--- src/rtl/axi4_lite_mgr.sv ---
// AXI4-Lite manager: runs one command at a time as a single AXI write or read and returns the response.
// Per-phase wait counter raises a sticky timeout flag but never aborts the bus transfer.
module axi4_lite_mgr #(
  parameter int DATA_WIDTH     = 32,
  parameter int ADDR_WIDTH     = 32,
  parameter int TIMEOUT_CYCLES = 256
) (
  input  logic                  aclk,
  input  logic                  aresetn,
  input  logic                  cmd_valid,
  output logic                  cmd_ready,
  input  logic                  cmd_write,
  input  logic [ADDR_WIDTH-1:0] cmd_addr,
  input  logic [DATA_WIDTH-1:0] cmd_wdata,
  output logic                  rsp_valid,
  input  logic                  rsp_ready,
  output logic                  rsp_write,
  output logic [DATA_WIDTH-1:0] rsp_rdata,
  output logic [1:0]            rsp_resp,
  output logic                  timeout,
  output logic [ADDR_WIDTH-1:0] m_axi_awaddr,
  output logic                  m_axi_awvalid,
  input  logic                  m_axi_awready,
  output logic [DATA_WIDTH-1:0] m_axi_wdata,
  output logic                  m_axi_wvalid,
  input  logic                  m_axi_wready,
  input  logic [1:0]            m_axi_bresp,
  input  logic                  m_axi_bvalid,
  output logic                  m_axi_bready,
  output logic [ADDR_WIDTH-1:0] m_axi_araddr,
  output logic                  m_axi_arvalid,
  input  logic                  m_axi_arready,
  input  logic [DATA_WIDTH-1:0] m_axi_rdata,
  input  logic [1:0]            m_axi_rresp,
  input  logic                  m_axi_rvalid,
  output logic                  m_axi_rready
);

  // state   | meaning
  // IDLE    | cmd_ready high, waiting for a command
  // WR      | AW and W offered, each retired on its own ready
  // WR_RESP | bready high, waiting for bvalid
  // RD_ADDR | arvalid high, waiting for arready
  // RD_DATA | rready high, waiting for rvalid
  // RSP     | rsp_valid high until rsp_ready
  typedef enum logic [2:0] {IDLE, WR, WR_RESP, RD_ADDR, RD_DATA, RSP} state_t;

  localparam logic [15:0] TO_LIM = 16'(TIMEOUT_CYCLES);

  state_t                state_q, state_d;
  logic [ADDR_WIDTH-1:0] addr_q, addr_d;
  logic [DATA_WIDTH-1:0] wdata_q, wdata_d;
  logic                  cmd_ready_q, cmd_ready_d;
  logic                  awvalid_q, awvalid_d;
  logic                  wvalid_q, wvalid_d;
  logic                  bready_q, bready_d;
  logic                  arvalid_q, arvalid_d;
  logic                  rready_q, rready_d;
  logic                  rsp_valid_q, rsp_valid_d;
  logic                  rsp_write_q, rsp_write_d;
  logic [DATA_WIDTH-1:0] rsp_rdata_q, rsp_rdata_d;
  logic [1:0]            rsp_resp_q, rsp_resp_d;
  logic [15:0]           cnt_q, cnt_d;
  logic                  timeout_q, timeout_d;
  logic                  wait_st;

  always_ff @(posedge aclk or negedge aresetn) begin
    if (!aresetn) begin
      state_q     <= IDLE;
      addr_q      <= '0;
      wdata_q     <= '0;
      cmd_ready_q <= 1'b0;
      awvalid_q   <= 1'b0;
      wvalid_q    <= 1'b0;
      bready_q    <= 1'b0;
      arvalid_q   <= 1'b0;
      rready_q    <= 1'b0;
      rsp_valid_q <= 1'b0;
      rsp_write_q <= 1'b0;
      rsp_rdata_q <= '0;
      rsp_resp_q  <= 2'b00;
      cnt_q       <= 16'd0;
      timeout_q   <= 1'b0;
    end else begin
      state_q     <= state_d;
      addr_q      <= addr_d;
      wdata_q     <= wdata_d;
      cmd_ready_q <= cmd_ready_d;
      awvalid_q   <= awvalid_d;
      wvalid_q    <= wvalid_d;
      bready_q    <= bready_d;
      arvalid_q   <= arvalid_d;
      rready_q    <= rready_d;
      rsp_valid_q <= rsp_valid_d;
      rsp_write_q <= rsp_write_d;
      rsp_rdata_q <= rsp_rdata_d;
      rsp_resp_q  <= rsp_resp_d;
      cnt_q       <= cnt_d;
      timeout_q   <= timeout_d;
    end
  end

  always_comb begin
    state_d     = state_q;
    addr_d      = addr_q;
    wdata_d     = wdata_q;
    awvalid_d   = awvalid_q;
    wvalid_d    = wvalid_q;
    bready_d    = bready_q;
    arvalid_d   = arvalid_q;
    rready_d    = rready_q;
    rsp_valid_d = rsp_valid_q;
    rsp_write_d = rsp_write_q;
    rsp_rdata_d = rsp_rdata_q;
    rsp_resp_d  = rsp_resp_q;
    cnt_d       = cnt_q;

    case (state_q)
      IDLE: begin
        if (cmd_valid && cmd_ready_q) begin
          addr_d  = cmd_addr;
          wdata_d = cmd_wdata;
          if (cmd_write) begin
            awvalid_d = 1'b1;
            wvalid_d  = 1'b1;
            state_d   = WR;
          end else begin
            arvalid_d = 1'b1;
            state_d   = RD_ADDR;
          end
        end
      end
      WR: begin
        if (m_axi_awready) awvalid_d = 1'b0;
        if (m_axi_wready)  wvalid_d  = 1'b0;
        if (!awvalid_d && !wvalid_d) begin
          bready_d = 1'b1;
          state_d  = WR_RESP;
        end
      end
      WR_RESP: begin
        if (m_axi_bvalid) begin
          bready_d    = 1'b0;
          rsp_valid_d = 1'b1;
          rsp_write_d = 1'b1;
          rsp_rdata_d = '0;
          rsp_resp_d  = m_axi_bresp;
          state_d     = RSP;
        end
      end
      RD_ADDR: begin
        if (m_axi_arready) begin
          arvalid_d = 1'b0;
          rready_d  = 1'b1;
          state_d   = RD_DATA;
        end
      end
      RD_DATA: begin
        if (m_axi_rvalid) begin
          rready_d    = 1'b0;
          rsp_valid_d = 1'b1;
          rsp_write_d = 1'b0;
          rsp_rdata_d = m_axi_rdata;
          rsp_resp_d  = m_axi_rresp;
          state_d     = RSP;
        end
      end
      RSP: begin
        if (rsp_ready) begin
          rsp_valid_d = 1'b0;
          state_d     = IDLE;
        end
      end
      default: state_d = IDLE;
    endcase

    // Registered from the next state so cmd_ready is low in reset and rises one edge after release.
    cmd_ready_d = (state_d == IDLE);

    wait_st = (state_q == WR) || (state_q == WR_RESP) ||
              (state_q == RD_ADDR) || (state_q == RD_DATA);
    if (state_d != state_q)
      cnt_d = 16'd0;
    else if (wait_st && (cnt_q != 16'hFFFF))
      cnt_d = cnt_q + 16'd1;
    timeout_d = timeout_q | (wait_st && (cnt_d == TO_LIM));
  end

  assign cmd_ready     = cmd_ready_q;
  assign rsp_valid     = rsp_valid_q;
  assign rsp_write     = rsp_write_q;
  assign rsp_rdata     = rsp_rdata_q;
  assign rsp_resp      = rsp_resp_q;
  assign timeout       = timeout_q;
  assign m_axi_awaddr  = addr_q;
  assign m_axi_awvalid = awvalid_q;
  assign m_axi_wdata   = wdata_q;
  assign m_axi_wvalid  = wvalid_q;
  assign m_axi_bready  = bready_q;
  assign m_axi_araddr  = addr_q;
  assign m_axi_arvalid = arvalid_q;
  assign m_axi_rready  = rready_q;

endmodule
--- config.mk ---
export PLATFORM = sky130hd
export DESIGN_NAME = axi4_lite_mgr
export DESIGN_NICKNAME = d
export VERILOG_FILES = /design/src/rtl/axi4_lite_mgr.sv
export SDC_FILE = /design/constraint.sdc
export NUM_CORES = 1
export LEC_CHECK = 0
export BUFFER_PORTS_ARGS = -buffer_cell sky130_fd_sc_hd__buf_4
export CAP_MARGIN = 20
export CORE_MARGIN = 2
export CORE_UTILIZATION = 48
export CTS_CLUSTER_SIZE = 16
export DETAILED_ROUTE_END_ITERATION = 8
export HOLD_SLACK_MARGIN = 0.06
export PLACE_DENSITY = 0.81
export SYNTH_ARGS = -nofsm -noshare
export SYNTH_HDL_FRONTEND = slang
export SYNTH_SLANG_ARGS = --single-unit
--- constraint.sdc ---
create_clock -name aclk -period 2.9 [get_ports aclk]
set_input_delay 0.725 -clock aclk [delete_from_list [all_inputs] [get_ports aclk]]
set_output_delay 0.725 -clock aclk [all_outputs]
set_load 0.02 [all_outputs]
* Word level (Yosys, flattened, before mapping)
Index checks and enable logic that the tools add are counted.
** Operators by class
- Bitwise logic cells :: 1
- Add/sub/neg operators :: 1
- Reductions and logical operators :: 24
- Eq/ne operators :: 16
- Mux-type cells :: 39
** Operator list (number)
- $mux W32 :: 2
- $pmux W32 S2 :: 1
- $mux W16 :: 2
- $mux W3 :: 6
- $pmux W3 S6 :: 1
- $add A16 B1 Y16 const B :: 1
- $eq A16 B9 Y1 const B :: 1
- $mux W1 :: 16
- $ne A16 B16 Y1 const B :: 1
- $ne A2 B2 Y1 const B :: 8
- $pmux W1 S2 :: 6
- $reduce_and A3 Y1 :: 4
- $reduce_bool A2 Y1 :: 5
- $reduce_and A4 Y1 :: 2
- $eq A3 B2 Y1 const B :: 2
- $eq A3 B3 Y1 const B :: 2
- $logic_not A3 Y1 :: 2
- $mux W2 :: 3
- $logic_and A1 B1 Y1 :: 4
- $pmux W2 S2 :: 1
- $eq A3 B1 Y1 const B :: 1
- $logic_or A1 B1 Y1 :: 3
- $ne A3 B3 Y1 :: 1
- $pmux W1 S3 :: 1
- 4 further kinds :: 5
** Storage, ports and cells
- Bits in registers :: 126
- Input bits :: 110

* Longest topological paths before layout
Gate-level depths: netlist of the first run.
- Depth after elaboration :: 11
- Mapped depth :: 8
- Gate-level depth less buffers :: 7

* Worst setup path before layout of the first run
OpenSTA, ideal clock, no wires.
- Kind :: register to register
- Start :: reg cnt_q[0]
- End :: reg timeout_q (netlist: timeout)
- Data required time :: 2834 ps
- Period minus slack after synthesis :: 2272 ps
- Cell stages (with the launch flop) :: 9
- Data arrival time :: 2206 ps
- Slack :: 628 ps
- Cells stage by stage :: dfrtp_1 ha_1 and3_1 buf_6 and4_4 a21oi_4 a2111o_1 a2111oi_2 a41o_1
** Between the ends
- Word-level cells in the longest chain between the ends :: 7
- Elaborated cells on any way between the ends :: 8
** Ends and longest elaborated chain
- start: declaration :: line 63 : logic [15:0] cnt_q, cnt_d;
- start signal: assignment :: line 98 : cnt_q <= cnt_d;
- branches (longest 2 deep; another with $add A16 B1 Y16)
- $mux W16 * :: line 184 : else if (wait_st && (cnt_q != 16'hFFFF))
- $mux W16 * :: line 182 : if (state_d != state_q)
- $eq A16 B9 Y1 * :: line 186 : timeout_d = timeout_q | (wait_st && (cnt_d == TO_LIM));
- $logic_and A1 B1 Y1 * :: line 186
- $or A1 B1 Y1 * :: line 186
- via timeout_d :: line 64 : logic timeout_q, timeout_d;
- end signal: assignment :: line 99 : timeout_q <= timeout_d;
- end: declaration :: line 64
Mark *: on every way through the listed nets, which the timed path passes.
A chain may end at the register's enable or synchronous reset.

* Final worst setup path of the first run
Ends and elaborated chain as after synthesis.

==> results, run 1 <==
- The dominant cell type by area after synthesis is sky130_fd_sc_hd__dfrtp_1.
- The total of hold buffers inserted after clock tree synthesis is 0.
- The relative max-transition margin is 57.70%.
- The analysis attributes to cell leakage a power of 3.938 nW.
- The final routed wirelength across all metal layers is 14680 um.
- The ratio of cells with drive above 1 in the final layout is 49.19%.
- For this run, design rule violations remaining after detail routing come to 12.
- Dividing the detail-routed wire length by the instance count gives 16.66 um.
- Counting the fill cells in the layout gives 832.
- The cell row count is 39.
- The final core utilization is 70.46%.
- The worst-case IR drop observed on VDD is 0.6806 mV.
- The longest clock path from root to sink contains 2 buffers.
- The share of the clock period used by the worst path is 88.44%.
- The count of final hold-check violations is 0.
- The worst register-to-register path has a depth of 7.
- The flow ran to the end, but the final reports show violations.
- In this run, post-CTS repair resized a total of 0 instances.
- After synthesis the cells add up to 5703 um2.
- The H-tree was split into 4 levels.
- Static timing analysis puts the maximum clock frequency at 0.3899 GHz.
- Yosys attributes the largest share of cell area to sky130_fd_sc_hd__dfrtp_1 (55%), sky130_fd_sc_hd__mux2_2 (13%), sky130_fd_sc_hd__nand2_1 (5.1%).
- In the final timing run, aggregate negative setup slack is 0 ps.
- The checks that failed: DRC.
- The clock transition at the registers of the reported paths is 60 ps.
- The number of nets handed over by synthesis was 621.
- Summed over all nets, the half-perimeter wirelength after detailed placement is 10640 um.
- By startpoint and endpoint, the worst setup path is classified as reg -> reg.
- Together, buffers and inverters on the worst path number 0.
- The number of synthesized flops with an enable pin is 0.
- Setup repair after global routing left no endpoint under its margin.
- Sorting the synthesized cells by how often they occur yields sky130_fd_sc_hd__dfrtp_1 (126), sky130_fd_sc_hd__nand2_1 (77), sky130_fd_sc_hd__mux2_2 (65).
- The number of vias per cell after detailed routing is 5.160.
- The via count of the first global-routing pass is 4654.
- The initial antenna violation count was 0.
- The remaining antenna violation count is 0.
- The number of flip-flops and latches in the synthesized netlist is 126.
- The root buffer cell chosen for the clock tree is sky130_fd_sc_hd__clkbuf_16.
- The total grt overflow is 0.
- Synthesis produced a netlist whose cell count is 510.
- The slowest cell on the critical path is sky130_fd_sc_hd__dfrtp_1.
- The total setup violations reported at the end of the flow is 0.
- The netlist uses 53 different library cells.
- The first global-routing pass estimated 23780 um of wire.
- Entering global routing, the biggest net connects 71 pins.
- A synthesized cell averages 11.18 um2.
- For the pin with the worst max-slew slack, the measured transition is 634.5 ps.
- For this configuration, the core starts out at a cell density of 49.52%.
- The total via count in the routed design is 4546.
- Clock tree synthesis inserted a total of 17 buffers.
- In this run the critical register-to-register path is captured at timeout.
- The worst clock skew is 11.99 ps.
- The floorplan step defined a core boundary enclosing 11520 um2.
- For this design the ratio of total power to cell area is 1125 nW/um2.
- For this run, the leading register cell type out of synthesis is sky130_fd_sc_hd__dfrtp_1.
- The repair_antennas step left the layout with diodes totalling 0.
- STA classifies the critical path startpoint as a register.
- The number of warnings issued by yosys is 0.
- The data arrival time of the critical path is 2910 ps.
- Data on the critical path is required at its endpoint by 3250 ps.
- Across the run, the number of max-cap violations was 0.
- Power comes to 9.130 mW.
- The largest fanout on the critical path is 9.
- The CTS sink count is 126.
- From synthesis to final layout, the design area changed by 42.28%.
- The longest individual stage delay on the worst path is 470 ps.
- The kind of end point of the critical path is a register.
- The critical path goes through ha_1 -> and3_1 -> and4_4 -> a21oi_4 -> a2111o_1 -> a2111oi_2 -> a41o_1.
- For this block, the initial DRC count from the detailed router was 271.
- TritonCTS built the clock tree.
- The pre-antenna-repair detailed-routing pass consisted of 7 iterations.
- The total routing resource utilization after global routing is 23.68%.
- The die covers 12770 um2.
- In this run the vertical extent of the chip is 113 um.
- In this run the worst hold path is classified as in -> async.
- The worst register-to-register path begins at cnt_q[0].
- With fillers left out, the area of the finished cells amounts to 8114 um2.
- After detailed placement, the total cell area comes to 7506 um2.
- Port buffering added 248 buffers.
- The worst hold slack is 336.6 ps.
- Of all flip-flops after synthesis, the portion carrying an async set or reset was 100.0%.
- The share of synthesized area in the top cell type comes to 55.29%.
- The boundary pin count is 249.
- The final critical delay including setup and external delays is 2565 ps.
- The congestion estimate from routability-driven global placement came to 0.9017.
- The post-synthesis sequential area ratio is 55.29%.
- Yosys instantiated no cell more often than sky130_fd_sc_hd__dfrtp_1.
- On the critical path the largest part of the delay comes from compound AO/OA/AOI/OAI gates.
- The clock reaches the later pin of the worst-skew pair after 410 ps.
- The count of pins over their slew limit is 0.
- The buffers inserted during post-CTS setup optimization is 0.
- From left edge to right edge, the die measures 113 um.
- The net total in the final layout is 836.
- The minimum setup slack among reg-to-reg paths is 340 ps.
stage by stage:
stage | std cells | worst slack, ps
global placement | 849 | 496.7
global route | 881 | 198.5
detailed placement | 849 | 393.5
floorplan | 510 | 627.9
finish | 881 | 335.1
CTS | 881 | 381.8
worst register-to-register path: stages, from the launching register on:
cell	delay, ps
sky130_fd_sc_hd__dfrtp_1	470
sky130_fd_sc_hd__ha_1	290
sky130_fd_sc_hd__and3_1	330
sky130_fd_sc_hd__and4_4	290
sky130_fd_sc_hd__a21oi_4	100
sky130_fd_sc_hd__a2111o_1	460
sky130_fd_sc_hd__a2111oi_2	360
sky130_fd_sc_hd__a41o_1	210
flip-flops by register name, summed over array words and instances (netlist names):
signal         cells
m_axi_bready       1
rsp_resp           2
m_axi_wdata       32
m_axi_awvalid      1
rsp_write          1
m_axi_rready       1
m_axi_wvalid       1
cnt_q             16
timeout            1
cmd_ready          1
state_q            3
m_axi_araddr      32
rsp_valid          1
m_axi_arvalid      1
rsp_rdata         32
cells in the final DEF (no fill, tap or decap), types with 2 or more instances in the layout:
cell / instances
sky130_fd_sc_hd__and2_1: 6
sky130_fd_sc_hd__buf_12: 4
sky130_fd_sc_hd__nand2_1: 77
sky130_fd_sc_hd__o21ai_0: 41
sky130_fd_sc_hd__clkinvlp_4: 3
sky130_fd_sc_hd__inv_1: 7
sky130_fd_sc_hd__inv_6: 2
sky130_fd_sc_hd__bufinv_16: 3
sky130_fd_sc_hd__nor2b_1: 3
sky130_fd_sc_hd__nand4_1: 4
sky130_fd_sc_hd__clkinv_4: 3
sky130_fd_sc_hd__o21a_1: 3
sky130_fd_sc_hd__mux2i_1: 6
sky130_fd_sc_hd__nand2b_1: 3
sky130_fd_sc_hd__a211oi_1: 2
sky130_fd_sc_hd__nand3_1: 11
sky130_fd_sc_hd__a311oi_1: 2
sky130_fd_sc_hd__clkbuf_1: 2
sky130_fd_sc_hd__a21oi_1: 7
sky130_fd_sc_hd__nor3_1: 5
sky130_fd_sc_hd__and4_2: 2
sky130_fd_sc_hd__dfrtp_1: 126
sky130_fd_sc_hd__and3_1: 5
sky130_fd_sc_hd__mux2_2: 65
sky130_fd_sc_hd__nor4b_1: 2
sky130_fd_sc_hd__clkbuf_16: 17
sky130_fd_sc_hd__a31oi_1: 7
sky130_fd_sc_hd__buf_4: 251
sky130_fd_sc_hd__nor3_2: 3
sky130_fd_sc_hd__a22o_1: 2
sky130_fd_sc_hd__xnor2_1: 7
sky130_fd_sc_hd__o22ai_1: 2
sky130_fd_sc_hd__nor2_1: 21
sky130_fd_sc_hd__o2111ai_1: 2
sky130_fd_sc_hd__xor2_1: 8
cell families (layout without fill, tap and decap cells):
| family | after synthesis | after routing | synth area share, % |
|---|---|---|---|
| AND/OR/NAND/NOR | 151 | 151 | 12.68 |
| flip-flops | 126 | 126 | 55.29 |
| buffers and inverters | 66 | 294 | 6.823 |
| adder cells (fa/ha/maj) | 1 | 1 | 0.2194 |
| XOR/XNOR | 15 | 15 | 2.304 |
| multiplexers | 71 | 71 | 13.89 |
| AO/OA/AOI/OAI | 80 | 80 | 8.798 |
area by class of cell:
class                      instances  area [um2]  area share (%)
clock buffer                      20       446.7           5.505
clock inverter                    12       161.4           1.989
inverter                           7       26.28          0.3238
multi-input combinational        318        2183           26.91
sequential                       126        3153           38.86
tap                              143       178.9           2.205
timing repair buffer             255        1964           24.21
worst max-delay path by stage:
stage / start / end / slack, ps / cells past startpoint
final: cnt_q[0] / timeout / 340 / 7
after global routing: cnt_q[0] / timeout / 200 / 7
after CTS: cnt_q[0] / timeout / 380 / 7
after detailed placement: cnt_q[0] / timeout / 390 / 7
after global placement: cnt_q[0] / timeout / 500 / 7
after floorplan: cnt_q[0] / timeout / 630 / 8
per-layer routing:
layer	GRT usage (%)	vias to the layer above	wire length, um
li1	-	2172	-
met1	29.95	2154	5858
met4	9.187	0	335
met2	38.00	192	7370
met5	0	-	0
met3	7.820	28	1116
power by group:
group / internal [mW] / switching [mW] / leakage [nW]
Sequential: 2.40 / 0.466 / 1.60
Clock: 1.38 / 0.789 / 0.287
Combinational: 1.84 / 2.26 / 2.05
No activity file was read; power rests on OpenSTA's default activity.
==> run 2, diff against run 1 <==
--- a/config.mk
+++ b/config.mk
@@ -8,11 +8,13 @@
 export BUFFER_PORTS_ARGS = -buffer_cell sky130_fd_sc_hd__buf_4
 export CAP_MARGIN = 20
 export CORE_MARGIN = 2
-export CORE_UTILIZATION = 48
+export CORE_UTILIZATION = 49
+export CTS_BUF_LIST = sky130_fd_sc_hd__clkbuf_2
 export CTS_CLUSTER_SIZE = 16
 export DETAILED_ROUTE_END_ITERATION = 8
 export HOLD_SLACK_MARGIN = 0.06
-export PLACE_DENSITY = 0.81
+export PLACE_DENSITY = 0.82
 export SYNTH_ARGS = -nofsm -noshare
 export SYNTH_HDL_FRONTEND = slang
 export SYNTH_SLANG_ARGS = --single-unit
+export TNS_END_PERCENT = 100
==> results, run 2 (synthesis gave the netlist of run 1 again) <==
- The run finished with clean final reports.
- The largest net degree at the start of global routing is 71.
- The buffers inserted during post-CTS setup optimization is 0.
- The number of vias per cell after detailed routing is 5.154.
- In the final design database the tool counted 839 nets.
- The power density relative to cell area is 1029 nW/um2.
- Clock skew on the completed layout was measured at 23.60 ps.
- The number of buffers created by CTS is 17.
- The clock net in this run drives a total of 126 sinks.
- Buffers placed on the I/O ports in this run total 248.
- The longest individual stage delay on the worst path is 510 ps.
- The number of max-cap violations is 0.
- The actual transition at the worst max-transition pin is 512.8 ps.
- STA classifies the critical path endpoint as a register.
- In this run the clock root is driven by a sky130_fd_sc_hd__clkbuf_2.
- The final routed wirelength across all metal layers is 14490 um.
- The worst min-delay path startpoint is m_axi_awready.
- The initial antenna violation count came to 0.
- The top cell types in the final layout, fill and taps aside, are sky130_fd_sc_hd__buf_4 (254), sky130_fd_sc_hd__dfrtp_1 (126), sky130_fd_sc_hd__nand2_1 (77).
- The min-delay analysis places its worst path in the category in -> reg.
- The count of final hold-check violations is 0.
- Detailed routing placed a total of 7245 um of wire on met2.
- The slowest cell on the critical path is sky130_fd_sc_hd__dfrtp_1.
- The aggregate negative setup slack is 0 ps.
- The share of the clock period used by the worst path is 86.71%.
- The placer's final routability congestion estimate is 0.9212.
- The upper clock frequency limit is 0.3977 GHz.
- The TritonCTS clock tree is done.
- The required time of the worst setup path is 3500 ps.
- The library cell used most frequently in the layout, excluding fill and tap cells, is sky130_fd_sc_hd__buf_4.
- The total via count in the routed design is 4556.
- The diode insertion count for antenna repair is 0.
- The end point of the worst hold path is m_axi_awvalid.
- Wire segments on met3 add up to 1120 um in the final route.
- For the worst-skew pair, the clock arrives at the later sink with an insertion delay of 660 ps.
- The via count of the first global-routing pass is 4554.
- Setup repair after global routing left no endpoint under its margin.
- The count of cells along the worst hold path is 2.
- From bottom edge to top edge, the die measures 111.9 um.
- The remaining antenna violation count is 0.
- The area growth from synthesis to layout is 35.54%.
- The first detailed-routing pass ran for 4 iterations.
- The number of levels the H-tree was split into is 4.
- Summed over all nets, the switching power comes to 3.412 mW.
- Setup violations remaining at the end of the flow were counted as 0.
- The HPWL reported at the end of detailed placement is 10990 um.
- The largest fanout on the critical path is 9.
- The floorplan step defined a core boundary enclosing 11370 um2.
- Dividing the detail-routed wire length by the instance count gives 16.39 um.
- The data arrival time of the critical path is 3120 ps.
- The total grt overflow is 0.
- The boundary pin count is 249.
- The first-pass GRT wire length is 23180 um.
- The critical path goes through ha_1 -> and3_1 -> and4_4 -> a21oi_4 -> a2111o_1 -> a2111oi_2 -> a41o_1.
- After clock tree synthesis, the flow added hold-fix buffers numbering 1.
- The first routing iteration left 287 violations.
- The worst-case reg-to-reg path depth is 7.
- The portion of total power attributed to sequential cells is 35.8%.
- Overall power consumption after layout is estimated at 7.952 mW.
- Global routing used 23.40% of the available tracks across all layers.
- Row generation in the floorplan step produced 39 rows.
- The horizontal die dimension is 111.9 um.
- The maximum root-to-sink buffer count is 2.
- The cell-internal power is 4.540 mW.
- The worst setup path is of the reg -> reg kind.
- The type of element launching the critical path is a register.
- In the final routing, the length of wire on met1 measures 5881 um.
- The number of remaining DRC errors is 0.
- The reported leakage power is 3.793 nW.
- The top layer used by detailed routing is met4.
- The ratio of cells with drive above 1 in the final layout is 49.39%.
- Post-CTS repair changed the size of 0 cells.
- The count of pins over their slew limit was 0.
- The worst path needs 2515 ps of the cycle, external delays included.
- The setup check on the worst reg-to-reg path leaves a slack of 390 ps.
- Once the floorplan was initialized, standard cells occupied 50.16% of the core.
- The relative max-transition margin is 65.55%.
- The die footprint is 12520 um2.
- The source of the worst register-to-register timing path is cnt_q[0].
- The fraction of power spent switching nets is 42.91%.
- The share of total power dissipated in the clock network is 12.5%.
- The worst vdd rail ir drop is 0.8572 mV.
- The endpoint of the worst register-to-register path is timeout.
- Clock-pin slew was measured on the worst setup and hold paths at 180 ps.
- The proportion of power drawn by combinational gates is 51.7%.
## run 2: cell types whose count changed in the layout (fill, tap and decap cells not counted), sizes merged
cell and change:
clkinv +4, buf +2, dlygate4sd3 +1, bufinv -2, clkbuf -1, clkinvlp -1
## run 2: critical path: cells and delay by family (launching register included)
family	cells	cell delay, ps
flip-flops	1	510
AND/OR/NAND/NOR	2	600
adder cells (fa/ha/maj)	1	280
AO/OA/AOI/OAI	4	1070
## run 2: layer usage
layer  track usage [%]  vias to the layer above
met3             7.458                       21
met2             38.30                      192
met4             8.230                        0
met1             29.47                     2169
li1                  -                     2174
met5                 0                        -
## run 2: power groups by stage
| stage | combinational, mW | sequential (mW) | clock (mW) |
|---|---|---|---|
| 2_1_floorplan | 1.87 | 3.53 | 0 |
| 6_report | 4.11 | 2.85 | 0.995 |
| 3_5_place_dp | 4.12 | 2.89 | 0 |
| 4_1_cts | 4.12 | 2.85 | 1.03 |
| 3_3_place_gp | 4.03 | 2.83 | 0 |
| 5_1_grt | 4.35 | 2.94 | 1.10 |
## run 2: cell type report
| cell class | instances | area, um2 |
|---|---|---|
| fill | 851 | 3640 |
| sequential | 126 | 3153 |
| multi-input combinational | 318 | 2183 |
| timing repair buffer | 258 | 1977 |
| tap | 143 | 178.9 |
| clock inverter | 13 | 116.4 |
| clock buffer | 19 | 95.09 |
| inverter | 7 | 26.28 |
## run 2: metrics by stage
stage	cells	instance area (um2)	hold slack (ps)	setup WS, ps	utilization [%]
2_1_floorplan	510	5703	429.4	627.9	-
3_3_place_gp	851	7508	463.9	526.7	66.04
3_5_place_dp	851	7508	471.2	445.6	66.04
4_1_cts	884	7730	182.6	391.1	67.99
5_1_grt	884	7730	144.5	207.8	67.99
6_report	884	7730	242.1	385.3	67.99
## run 2: worst max-delay path by stage
stage	from	endpoint	slack [ps]	cells after the start
floorplan	cnt_q[0]	timeout	630	8
global placement	cnt_q[0]	timeout	530	7
detailed placement	cnt_q[0]	timeout	450	7
CTS	cnt_q[0]	timeout	390	7
global route	cnt_q[0]	timeout	210	7
finish	cnt_q[0]	timeout	390	7
